==> src/rtl/tetris_pkg.sv <==
// Shared piece encoding and queue state definitions for the piece queue
// and its storage sub-module.
package tetris_pkg;

    localparam int PIECE_W = 2;

    typedef logic [PIECE_W-1:0] piece_t;

    localparam piece_t PIECE_NONE = 2'd0;
    localparam piece_t PIECE_T1   = 2'd1;
    localparam piece_t PIECE_T2   = 2'd2;
    localparam piece_t PIECE_T3   = 2'd3;

    typedef enum logic {
        FILL = 1'b0,
        RUN  = 1'b1
    } state_t;

endpackage

==> src/rtl/piece_queue_if.sv <==
// Handshake bundle between the game logic (master) and the piece queue
// (slave): random feed, spawn request/ack and the queue status outputs.
interface piece_queue_if
    import tetris_pkg::*;
#(
    parameter int DEPTH = 3
) ();

    piece_t                        random;
    logic                          spawn_req;
    logic                          piece_valid;
    piece_t                        piece_type;
    piece_t                        next_type;
    logic                          spawn_ack;
    piece_t                        spawned_type;
    logic [$clog2(DEPTH+1)-1:0]    count;

    modport master (
        output random, spawn_req,
        input  piece_valid, piece_type, next_type, spawn_ack, spawned_type, count
    );

    modport slave (
        input  random, spawn_req,
        output piece_valid, piece_type, next_type, spawn_ack, spawned_type, count
    );

endinterface

==> src/rtl/piece_fifo.sv <==
// Circular buffer of DEPTH piece entries with head/tail pointers and an
// occupancy count; exposes head, second and tail entries combinationally.
module piece_fifo
    import tetris_pkg::*;
#(
    parameter int DEPTH = 3
) (
    input  logic                       clk,
    input  logic                       rst,
    input  logic                       push,
    input  logic                       pop,
    input  piece_t                     wdata,
    output piece_t                     head,
    output piece_t                     second,
    output piece_t                     tail,
    output logic [$clog2(DEPTH+1)-1:0] count
);

    localparam int PW = $clog2(DEPTH);
    localparam int CW = $clog2(DEPTH+1);

    typedef logic [PW-1:0] ptr_t;

    piece_t mem [DEPTH];
    ptr_t   rd_ptr;
    ptr_t   wr_ptr;
    logic   pop_ok;
    logic   push_ok;

    function automatic ptr_t ptr_inc(ptr_t p);
        return (p == ptr_t'(DEPTH-1)) ? '0 : p + ptr_t'(1);
    endfunction

    function automatic ptr_t ptr_dec(ptr_t p);
        return (p == '0) ? ptr_t'(DEPTH-1) : p - ptr_t'(1);
    endfunction

    // Guards keep the count inside 0..DEPTH even if the caller misbehaves.
    assign pop_ok  = pop && (count != '0);
    assign push_ok = push && ((count != CW'(DEPTH)) || pop_ok);

    assign head   = mem[rd_ptr];
    assign second = mem[ptr_inc(rd_ptr)];
    assign tail   = mem[ptr_dec(wr_ptr)];

    // NOTE: non-blocking assignments so every register samples pre-edge values.
    always_ff @(posedge clk) begin
        if (rst) begin
            rd_ptr <= '0;
            wr_ptr <= '0;
            count  <= '0;
            // NOTE: the entries are reset too, because the reset state is
            // defined as all-zero rather than "don't care".
            for (int i = 0; i < DEPTH; i++) begin
                mem[i] <= PIECE_NONE;
            end
        end else begin
            if (push_ok) begin
                mem[wr_ptr] <= wdata;
                wr_ptr      <= ptr_inc(wr_ptr);
            end
            if (pop_ok) begin
                rd_ptr <= ptr_inc(rd_ptr);
            end
            case ({push_ok, pop_ok})
                2'b10:   count <= count + CW'(1);
                2'b01:   count <= count - CW'(1);
                default: count <= count;
            endcase
        end
    end

endmodule

==> src/rtl/piece_queue.sv <==
// Upcoming-piece queue: fills from the random feed with anti-repeat, then
// serves spawn requests with a one-cycle ack, at most one pop per two cycles.
module piece_queue
    import tetris_pkg::*;
#(
    parameter int DEPTH = 3
) (
    input  logic          clk,
    input  logic          rst,
    piece_queue_if.slave  bus
);

    localparam int CW = $clog2(DEPTH+1);

    state_t          state;
    piece_t          head;
    piece_t          second;
    piece_t          tail;
    piece_t          spawned_q;
    logic [CW-1:0]   count;
    logic            ack_q;
    logic            run;
    logic            full;
    logic            pop;
    logic            pushable;
    logic            push;

    assign run  = (state == RUN);
    assign full = (count == CW'(DEPTH));

    // The ack cycle blocks a second acceptance of a still-held request.
    assign pop = run && (count != '0) && bus.spawn_req && !ack_q;

    // Anti-repeat compares against the current tail, even when it is being popped.
    assign pushable = (bus.random != PIECE_NONE) &&
                      ((count == '0) || (bus.random != tail));
    assign push     = pushable && (!full || pop);

    piece_fifo #(
        .DEPTH (DEPTH)
    ) u_fifo (
        .clk    (clk),
        .rst    (rst),
        .push   (push),
        .pop    (pop),
        .wdata  (bus.random),
        .head   (head),
        .second (second),
        .tail   (tail),
        .count  (count)
    );

    always_ff @(posedge clk) begin
        if (rst) begin
            state     <= FILL;
            ack_q     <= 1'b0;
            spawned_q <= PIECE_NONE;
        end else begin
            ack_q <= pop;
            if (pop) begin
                spawned_q <= head;
            end
            if ((state == FILL) && push && (count == CW'(DEPTH-1))) begin
                state <= RUN;
            end
        end
    end

    assign bus.piece_valid  = run && (count != '0);
    assign bus.piece_type   = bus.piece_valid ? head : PIECE_NONE;
    assign bus.next_type    = (run && (count >= CW'(2))) ? second : PIECE_NONE;
    assign bus.spawn_ack    = ack_q;
    assign bus.spawned_type = spawned_q;
    assign bus.count        = count;

endmodule
==> src/flat_wrapper.sv <==
// flat-port wrapper written by rule: the top's interface ports become plain ports
module piece_queue_flat import tetris_pkg::*;
#(
    parameter int DEPTH = 3
)
  (clk, rst, bus_random, bus_spawn_req, bus_piece_valid, bus_piece_type, bus_next_type, bus_spawn_ack, bus_spawned_type, bus_count);
  piece_queue_if #(.DEPTH(DEPTH)) bus_i ();
  input  logic clk;
  input  logic rst;
  input wire logic [$bits(bus_i.random)-1:0] bus_random;
  input wire logic [$bits(bus_i.spawn_req)-1:0] bus_spawn_req;
  output wire logic [$bits(bus_i.piece_valid)-1:0] bus_piece_valid;
  output wire logic [$bits(bus_i.piece_type)-1:0] bus_piece_type;
  output wire logic [$bits(bus_i.next_type)-1:0] bus_next_type;
  output wire logic [$bits(bus_i.spawn_ack)-1:0] bus_spawn_ack;
  output wire logic [$bits(bus_i.spawned_type)-1:0] bus_spawned_type;
  output wire logic [$bits(bus_i.count)-1:0] bus_count;
  assign bus_i.random = bus_random;
  assign bus_i.spawn_req = bus_spawn_req;
  assign bus_piece_valid = bus_i.piece_valid;
  assign bus_piece_type = bus_i.piece_type;
  assign bus_next_type = bus_i.next_type;
  assign bus_spawn_ack = bus_i.spawn_ack;
  assign bus_spawned_type = bus_i.spawned_type;
  assign bus_count = bus_i.count;
  piece_queue #(.DEPTH(DEPTH)) u_core (.clk(clk), .rst(rst), .bus(bus_i));
endmodule
==> config.mk <==
export PLATFORM = sky130hd
export DESIGN_NAME = piece_queue_flat
export DESIGN_NICKNAME = d
export VERILOG_FILES = /design/src/rtl/tetris_pkg.sv /design/src/rtl/piece_queue_if.sv /design/src/rtl/piece_fifo.sv /design/src/rtl/piece_queue.sv /design/src/flat_wrapper.sv
export SDC_FILE = /design/constraint.sdc
export NUM_CORES = 1
export LEC_CHECK = 0
export BUFFER_PORTS_ARGS = -buffer_cell sky130_fd_sc_hd__buf_4
export CORE_MARGIN = 5
export CORE_UTILIZATION = 40
export CTS_CLUSTER_SIZE = 16
export DETAILED_ROUTE_END_ITERATION = 12
export PLACE_DENSITY = 0.64
export SYNTH_ARGS = -nofsm -noshare
export SYNTH_HDL_FRONTEND = slang
export SYNTH_HIERARCHICAL = 1
export SYNTH_SLANG_ARGS = --single-unit
==> constraint.sdc <==
create_clock -name clk -period 3.9 [get_ports clk]
set_input_delay 0.78 -clock clk [delete_from_list [all_inputs] [get_ports clk]]
set_output_delay 0.78 -clock clk [all_outputs]
set_load 0.02 [all_outputs]
==> impl_results.md <==
* Run status: complete, no violations
* Top-Level Pins at 15
* Core box area at approximately 0.0027 mm^2
* R2R depth at 12
* Cell area power density at 596.2 mW/mm^2
* #FFs+latches synth at 20
* Hold path endpoint: u_core/bus.spawned_type[1]$_SDFFE_PP0P_
* Hold WC Path Type: flip-flop to flip-flop
* N_diodes at 0
* Latest clock arrival within the worst-skew pair at around 300 ps
* Crit Path Max Fanout at 11
* Sequential fraction of the synthesis area at 0.4329
* Die Span Y at 62.68 um
* Setup bufs post-CTS at 0
* CTS Hold Buffers Added at 0
* H-tree Lvls at 1
* Detail Route Antenna Nets at 0
* R2r setup slk at roughly 700 ps
* RePlAce Congestion at roughly 0.75
* PortBufs at 14
* Initial Util at 0.4095
* Fin crit period at 3196 ps
* FP Rows at 19
* Synth area leaders: dfxtp_1, edfxtp_1, mux4_2
* Final hold violations at 0
* Total CTS buffers at 3
* CP Cell Sequence: inv_1, ha_1, mux4_2, nand3_1, o21ai_0, a31o_2, a21oi_1, o21a_1, inv_1, ha_1, or3_1, a21oi_1
* Chip width at between 60 and 70 um
* Max Cap Viol at 0
* Number of library cell types mapped by synthesis at 32
* Die area at between 0.003 and 0.004 mm^2
* Detailed Route WL at about 2.2 mm
* Grt total ovfl at 0
* Antenna violations before repair at 0
* Clock Root Buffer: clkbuf_4
* Count leader, synth: dfxtp_1
* Layout Cells excl Fill at around 150
* EDFF count, synth at 8
* Drt pass-1 iters at 4
* Worst EP arrival at approximately 3400 ps
* Worst r2r src: u_core/u_fifo/wr_ptr[0]$_SDFFE_PP0P_
* Synth Net Count at about 120
* CP Capture Type: flip-flop
* Total Power at 0.0007736 W
* Final setup vio count at 0
* WHS Path Cells at 2
* Post-cts sizing count at 0
* Crit-path slowest cell: mux4_2
* Clock-pin slew on the worst setup and hold paths at roughly 120 ps
* Critical Path RT at just over 4000 ps
* Vias in the first global route at 843
* CTS tree: built
* Mapped cell area at around 0.0011 mm^2
* DPL Wire Length at roughly 1.7 mm
* First-pass GRT wire length at 3.808 mm
* Cells after Synth at around 110
* Post-synth top area share at 0.2165
* Final Max Slew Viols at 0
* Setup TNS at 0 ps
* Total Nets Final at roughly 130
* LEAKAGE at 0.5583 nW
* HP Start: u_core/bus.spawned_type[1]$_SDFFE_PP0P_
* CTS Buffer Depth at 2
* Gr usage total at 0.1196
* Initial DRC count at 36
* RSZ-0062 raised after global routing: false
* Final Cycle Share at 0.8195
* Crit Path Category: flip-flop to flip-flop
* Max-slew headroom at 0.7413
* Worst Skew at between 3 and 4 ps
* Layout fillers at 269
* Crit start category: flip-flop
* Routed via count at 805
* Syn avg cell area at approximately 11 um^2
* Maximum operating frequency at 0.3129 GHz
* WL per Instance at roughly 14 um
* Synth area leader: dfxtp_1
* DRC Markers at 0
* Clk sinks at 20
* Reg2reg end: u_core/u_fifo/count[1]$_SDFFE_PP0P_
* Most common library cells after synthesis: dfxtp_1, and3_1, edfxtp_1
* Placed cells at approximately 150
* Ys Warns at 6
* Main synth FF type: dfxtp_1
* Post-synth ARST share at 0
* DR vias/cell at approximately 5.3
* Worst stage delay on the critical path at slightly below 600 ps
* Area Overhead vs Synth at 16.91%
* Layout cell share with drive strength beyond 1 at 0.2149
* Largest net degree at the start of global routing at 19
* CP bufs+invs at 2
* CP top delay family: compound AO/OA/AOI/OAI gates
* Worst Tran Pin Value at 387.3 ps
* Maximum VDD drop at 0.3699 mV
-- sequential cells by signal (all words and copies together) (netlist names), named ones only --
register,flops
u_core/bus.spawned_type,2
u_core/u_fifo/rd_ptr,2
u_core/u_fifo/wr_ptr,2
u_core/u_fifo/mem,8
u_core/u_fifo/count,2
u_core/run,1
u_core/bus.spawn_ack,1
-- stage by stage --
stage | instance area [um^2] | hold WS (ps) | util | worst slack, ps
CTS | 1297 | 525.1 | 0.4788 | 684.2
floorplan | 1110 | 457.2 | - | 1198
finish | 1297 | 519.0 | 0.4788 | 704.0
detailed placement | 1245 | 500.9 | 0.4594 | 709.8
global route | 1297 | 564.0 | 0.4788 | 423.8
global placement | 1245 | 481.0 | 0.4594 | 826.8
-- placed cells by master, fill, tap and decap left out, types with 5 or more instances in the layout --
master    instances
buf_4            14
dfxtp_1          12
and3_1            8
edfxtp_1          8
nor2_1            7
ha_1              7
mux2i_1           6
nand2_1           5
a21oi_1           5
inv_1             5
nor2b_1           5
-- cell families after synthesis --
group	Yosys count	share of synthesized area
compound gates	19	0.1060
buf+inv	7	0.02480
flops	20	0.4329
xor+xnor	2	0.01579
simple gates	39	0.1962
fa+ha+maj	7	0.07891
mux	11	0.1454
-- worst max-delay path by stage --
| stage | cells after the start | end | start |
|---|---|---|---|
| after floorplan | 12 | u_core/u_fifo/count[1]$_SDFFE_PP0P_ | u_core/u_fifo/wr_ptr[0]$_SDFFE_PP0P_ |
| after global placement | 12 | u_core/u_fifo/count[1]$_SDFFE_PP0P_ | u_core/u_fifo/wr_ptr[0]$_SDFFE_PP0P_ |
| after detailed placement | 12 | u_core/u_fifo/count[1]$_SDFFE_PP0P_ | u_core/u_fifo/wr_ptr[0]$_SDFFE_PP0P_ |
| after CTS | 12 | u_core/u_fifo/count[1]$_SDFFE_PP0P_ | u_core/u_fifo/wr_ptr[0]$_SDFFE_PP0P_ |
| after global routing | 12 | u_core/u_fifo/count[1]$_SDFFE_PP0P_ | u_core/u_fifo/wr_ptr[0]$_SDFFE_PP0P_ |
| final | 12 | u_core/u_fifo/count[1]$_SDFFE_PP0P_ | u_core/u_fifo/wr_ptr[0]$_SDFFE_PP0P_ |
-- power breakdown --
| group | internal (W) | total [W] | leakage (nW) | switching, W |
|---|---|---|---|---|
| Sequential | 0.000263 | 0.000316 | 0.179 | 0.0000530 |
| Clock | 0.000104 | 0.000169 | 0.0279 | 0.0000649 |
| Combinational | 0.000138 | 0.000289 | 0.351 | 0.000151 |
-- area by class of cell --
type                       instances  area [um^2]  share of cell area
sequential                        20        480.5              0.3703
multi-input combinational         78        601.8              0.4638
inverter                           5        18.77             0.01446
tap                               31        38.79             0.02989
clock buffer                       3        22.52             0.01736
clock inverter                     1        30.03             0.02314
timing repair buffer              14        105.1             0.08100
-- worst register-to-register path, cell delays in order, from the launching register on --
cell and delay, ps:
dfxtp_1 360, inv_1 140, ha_1 250, mux4_2 580
nand3_1 110, o21ai_0 90, a31o_2 240, a21oi_1 110
o21a_1 320, inv_1 130, ha_1 330, or3_1 350
a21oi_1 140
-- layer usage --
layer	GRT usage	wire, um	up-vias
met5	0	0	-
met4	0.05570	17	0
met3	0.03237	143	2
met2	0.1982	1096	20
met1	0.1427	939	379
li1	-	-	404
(Power assumes the default switching activity.)
